**config.mk**
```make
export PLATFORM = sky130hd
export DESIGN_NAME = load_store_unit
export DESIGN_NICKNAME = d
export VERILOG_FILES = /design/src/rtl/load_store_unit.sv
export SDC_FILE = /design/constraint.sdc
export NUM_CORES = 1
export LEC_CHECK = 0
export CAP_MARGIN = 20
export CORE_MARGIN = 2
export CORE_UTILIZATION = 48
export CTS_CLUSTER_DIAMETER = 50
export CTS_CLUSTER_SIZE = 28
export DETAILED_ROUTE_END_ITERATION = 8
export PLACE_DENSITY = 0.89
export SETUP_SLACK_MARGIN = 0.2
export SKIP_CTS_REPAIR_TIMING = 1
export SLEW_MARGIN = 25
export SYNTH_ARGS = -nofsm -noshare
export SYNTH_HDL_FRONTEND = slang
export SYNTH_SLANG_ARGS = --single-unit
```
**constraint.sdc**
```tcl
create_clock -name clk_w_i -period 9.7 [get_ports clk_w_i]
set_clock_uncertainty 0.05 [all_clocks]
set_input_delay 2.91 -clock clk_w_i [delete_from_list [all_inputs] [get_ports clk_w_i]]
set_output_delay 2.91 -clock clk_w_i [all_outputs]
set_load 0.1 [all_outputs]
```
**src/rtl/load_store_unit.sv**
```systemverilog
`default_nettype none
// ============================================================================
// Module   : load_store_unit
// Purpose  : Memory-stage load/store engine: lane select, strobes, req/ack bus
//            handshake with timeout, and sign/zero-extended load writeback.
// Revision : 1.0
// ============================================================================
module load_store_unit #(
    parameter int TIMEOUT_W = 8
) (
    input  logic        clk_w_i,
    input  logic        rst_w_i_h,
    input  logic        start_w_i_h,
    input  logic        is_store_w_i_h,
    input  logic [2:0]  funct3_w_i,
    input  logic [31:0] addr_w_i,
    input  logic [31:0] store_data_w_i,
    output logic        busy_w_o_h,
    output logic        done_w_o_h,
    output logic        error_w_o_h,
    output logic [31:0] load_data_w_o,
    output logic        mem_req_w_o_h,
    output logic        mem_we_w_o_h,
    output logic [31:0] mem_addr_w_o,
    output logic [31:0] mem_wdata_w_o,
    output logic [3:0]  mem_wstrb_w_o,
    input  logic        mem_ack_w_i_h,
    input  logic [31:0] mem_rdata_w_i
);

    typedef enum logic [1:0] {
        S_IDLE = 2'd0,
        S_REQ  = 2'd1,
        S_DONE = 2'd2
    } state_t;

    // Last un-acked count before saturation; the cycle holding it is the final one.
    localparam logic [TIMEOUT_W-1:0] c_CNT_LAST = {{(TIMEOUT_W-1){1'b1}}, 1'b0};
    localparam logic [TIMEOUT_W-1:0] c_CNT_ONE  = {{(TIMEOUT_W-1){1'b0}}, 1'b1};

    state_t               r_state;
    logic [2:0]           r_funct3;
    logic [1:0]           r_off;
    logic [TIMEOUT_W-1:0] r_cnt;

    logic        w_illegal;
    logic [3:0]  w_wstrb;
    logic [31:0] w_wdata;
    logic [7:0]  w_byte;
    logic [15:0] w_half;
    logic [31:0] w_load;

    always_comb begin
        w_illegal = (funct3_w_i == 3'b011) || (funct3_w_i[2:1] == 2'b11)
                 || ((funct3_w_i[1:0] == 2'b01) && addr_w_i[0])
                 || ((funct3_w_i[1:0] == 2'b10) && (addr_w_i[1:0] != 2'b00));
    end

    always_comb begin
        w_wstrb = 4'b0000;
        w_wdata = 32'h0;
        if (is_store_w_i_h) begin
            case (funct3_w_i[1:0])
                2'b00: begin
                    w_wstrb = 4'b0001 << addr_w_i[1:0];
                    w_wdata = {4{store_data_w_i[7:0]}};
                end
                2'b01: begin
                    w_wstrb = addr_w_i[1] ? 4'b1100 : 4'b0011;
                    w_wdata = {2{store_data_w_i[15:0]}};
                end
                default: begin
                    w_wstrb = 4'b1111;
                    w_wdata = store_data_w_i;
                end
            endcase
        end
    end

    always_comb begin
        case (r_off)
            2'd0:    w_byte = mem_rdata_w_i[7:0];
            2'd1:    w_byte = mem_rdata_w_i[15:8];
            2'd2:    w_byte = mem_rdata_w_i[23:16];
            default: w_byte = mem_rdata_w_i[31:24];
        endcase
        w_half = r_off[1] ? mem_rdata_w_i[31:16] : mem_rdata_w_i[15:0];
        case (r_funct3)
            3'b000:  w_load = {{24{w_byte[7]}}, w_byte};
            3'b100:  w_load = {24'h0, w_byte};
            3'b001:  w_load = {{16{w_half[15]}}, w_half};
            3'b101:  w_load = {16'h0, w_half};
            default: w_load = mem_rdata_w_i;
        endcase
    end

    always_ff @(posedge clk_w_i or posedge rst_w_i_h) begin
        if (rst_w_i_h) begin
            r_state       <= S_IDLE;
            r_funct3      <= 3'b000;
            r_off         <= 2'b00;
            r_cnt         <= '0;
            busy_w_o_h    <= 1'b0;
            done_w_o_h    <= 1'b0;
            error_w_o_h   <= 1'b0;
            load_data_w_o <= 32'h0;
            mem_req_w_o_h <= 1'b0;
            mem_we_w_o_h  <= 1'b0;
            mem_addr_w_o  <= 32'h0;
            mem_wdata_w_o <= 32'h0;
            mem_wstrb_w_o <= 4'b0000;
        end else begin
            done_w_o_h <= 1'b0;
            case (r_state)
                S_IDLE: begin
                    if (start_w_i_h) begin
                        busy_w_o_h <= 1'b1;
                        if (w_illegal) begin
                            r_state     <= S_DONE;
                            done_w_o_h  <= 1'b1;
                            error_w_o_h <= 1'b1;
                        end else begin
                            r_state       <= S_REQ;
                            error_w_o_h   <= 1'b0;
                            r_funct3      <= funct3_w_i;
                            r_off         <= addr_w_i[1:0];
                            r_cnt         <= '0;
                            mem_req_w_o_h <= 1'b1;
                            mem_we_w_o_h  <= is_store_w_i_h;
                            mem_addr_w_o  <= {addr_w_i[31:2], 2'b00};
                            mem_wdata_w_o <= w_wdata;
                            mem_wstrb_w_o <= w_wstrb;
                        end
                    end
                end
                S_REQ: begin
                    // Ack outranks a simultaneous timeout.
                    if (mem_ack_w_i_h || (r_cnt == c_CNT_LAST)) begin
                        r_state       <= S_DONE;
                        done_w_o_h    <= 1'b1;
                        error_w_o_h   <= !mem_ack_w_i_h;
                        mem_req_w_o_h <= 1'b0;
                        mem_we_w_o_h  <= 1'b0;
                        mem_wstrb_w_o <= 4'b0000;
                        if (mem_ack_w_i_h && !mem_we_w_o_h) begin
                            load_data_w_o <= w_load;
                        end
                    end else begin
                        r_cnt <= r_cnt + c_CNT_ONE;
                    end
                end
                default: begin
                    r_state    <= S_IDLE;
                    busy_w_o_h <= 1'b0;
                end
            endcase
        end
    end

endmodule
`default_nettype wire

```
==> out/metrics.csv <==
metric,value,unit
max_stage_delay,0.94,ns
die_w,112,um
dp_hpwl,11.4,mm
synth_top_area_cell,dfrtp_1,
vias_per_cell,5.64,
wl,16.5,mm
ys_warn_count,0,
hold_viol,0,
synth_seq_area_share,52.6,%
hp-class,reg -> reg,
arrival,5.47,ns
synth_seq_cells,118,
fin_crit,5.23,ns
htreeDepth,4,
start_kind,primary input,
antenna_cells,0,
vdd_drop_max,0.000452,V
num_vias,5044,
numCtsBuffers,17,
fp.dieH,112,um
slowest_stage,clkdlybuf4s50_1,
syn_area,5610,um^2
grt_first_pass_wirelength,26.2,mm
drt_iter0_drc,635,
floorplan.initialDensity,49.1,%
wl_per_cell,18.4,um
gp_congestion,0.907,
finalSetupTns,0,ns
wirelength_met1,6.50,mm
cts_tree,yes,
layout_common_cells,"clkdlybuf4s50_1 (206), dfrtp_1 (118), nand2_1 (105)",
worst_pin_slew,1.02,ns
nets,845,
die-area,12600,um^2
ios,209,
overflow,0,
first_global_vias,5177,
post-route-drc-count,0,
grtUsageTotal,26.3,%
crit_required,9.93,ns
slew_headroom,31.8,%
power.density,401,nW/um^2
drive_gt1_share,12.9,%
finalSetupViolations,0,
met3_length,1.36,mm
port_buffers,206,
cpLargestDelayFamily,buffers and inverters,
antenna_found_initial,0,
grt_max_degree,110,
postRouteAntennaNets,0,
path_max_fanout,109,
crit_chain,clkdlybuf4s50_1 > a21oi_1 > o21ai_4 > buf_6 > mux2_2,
ys_types,46,
cts_sinks,118,
wl_met2,8.22,mm
rows,39,
insertion_delay,0.40,ns
syn_area_per_cell,10.2,um^2
crit_path_end_kind,flip-flop,
cap_violations,0,
first_pass_iters,5,
root_buffer,clkbuf_16,
clockBufferDepth,2,
core,11400,um^2
status,completed,
layout_commonest_cell,clkdlybuf4s50_1,
synth_cells,550,
highest-signal-layer,met4,
drv_slew,0,
synth_top_area_share,52.6,%
path_class,in -> reg,
rsz0062_at_grt,no,
fin_crit_sh,54.0,%
syn_to_final_growth,47.9,%
crit_buf_inv,2,
clock.fmax,0.191,GHz
p_leak,0.00350,uW
yosys-top-cells-area,"dfrtp_1 (53%), mux2_2 (8.2%), nand2_1 (7.0%)",
fin_util,72.7,%
clk_pin_slew_worst_paths,0.06,ns
## registers in the layout (all words and copies together) (netlist names)
| register | cells |
|---|---|
| r_cnt | 8 |
| r_funct3 | 3 |
| mem_req_w_o_h | 1 |
| error_w_o_h | 1 |
| done_w_o_h | 1 |
| mem_addr_w_o | 30 |
| mem_wdata_w_o | 32 |
| r_state | 2 |
| mem_we_w_o_h | 1 |
| load_data_w_o | 32 |
| busy_w_o_h | 1 |
| r_off | 2 |
| mem_wstrb_w_o | 4 |
## final cells by class
class | count | area (um^2)
clock buffers | 20 | 447
clock inverters | 12 | 153
flip-flops and latches | 118 | 2950
repair buffers | 209 | 2090
multi-input cells | 384 | 2440
inverters | 9 | 36.3
fillers | 816 | 3120
well taps | 143 | 179
## routing by layer
metal	vias up	GRT usage (%)
met4	0	11.3
met1	2455	32.6
met2	255	43.1
li1	2299	-
met5	-	0
met3	35	7.51
## worst paths after layout
kind	start	end	slack (ns)	cells after the start
max	funct3_w_i[0]	mem_addr_w_o[15]	4.47	5
max reg2reg	r_state[1]	load_data_w_o[10]	7.07	4
min reg2reg	mem_wdata_w_o[25]	mem_wdata_w_o[25]	0.43	2
min	mem_wdata_w_o[25]	mem_wdata_w_o[25]	0.43	2
max in group asynchronous	rst_w_i_h	mem_wdata_w_o[4]	5.62	3
min in group asynchronous	rst_w_i_h	mem_addr_w_o[11]	2.88	2
## metrics by stage
stage	instances	cell area [um^2]	setup slack [ns]	total power [uW]	hold slack, ns
after global placement	863	7690	3.94	2660	0.411
after detailed placement	863	7690	3.88	2690	0.420
after global routing	895	8300	4.34	3440	0.446
after floorplan	551	5610	3.61	2220	0.440
final	895	8300	4.47	3330	0.427
after CTS	895	8290	4.30	3340	0.432
## Yosys cell counts, drive strengths merged
cell type / number
xor2: 1
nand2b: 4
o32ai: 1
o22ai: 5
nand3b: 11
ha: 2
o2111ai: 1
conb: 1
or3: 2
clkbuf: 15
or2: 6
o31ai: 19
mux2: 44
nand2: 105
o221ai: 2
nor2: 30
dfrtp: 118
a21oi: 36
clkinv: 1
nor3b: 3
inv: 8
nand3: 7
nor4: 1
mux2i: 30
o211ai: 1
and4bb: 2
a211oi: 2
or4: 2
nand4: 1
nor3: 5
o21ai: 43
a31oi: 5
buf: 25
and2b: 1
and2: 1
a211o: 1
o221a: 5
nor2b: 3
## worst register-to-register path: cells and delay by family (launching register included)
kind               cells  cell delay (ns)
and+or+nand+nor        2             1.24
AOI/OAI and AO/OA      2             0.75
DFF                    1             0.45
## logic make-up (layout without fill, tap and decap cells)
logic type	count (synthesis)	in the layout	share of synthesized area, %
compound gates	121	121	13.0
xor+xnor	1	1	0.156
fa+ha+maj	2	2	0.446
buf+inv	49	250	4.13
flops	118	118	52.6
mux	74	74	14.2
other cells	1	2	0.0668
simple gates	184	184	15.3
## power breakdown
group | switching [uW] | internal (uW) | total (uW)
Sequential | 141 | 663 | 804
Clock | 222 | 410 | 632
Combinational | 1440 | 452 | 1890
Total | 1800 | 1530 | 3330
(Power assumes the default switching activity.)
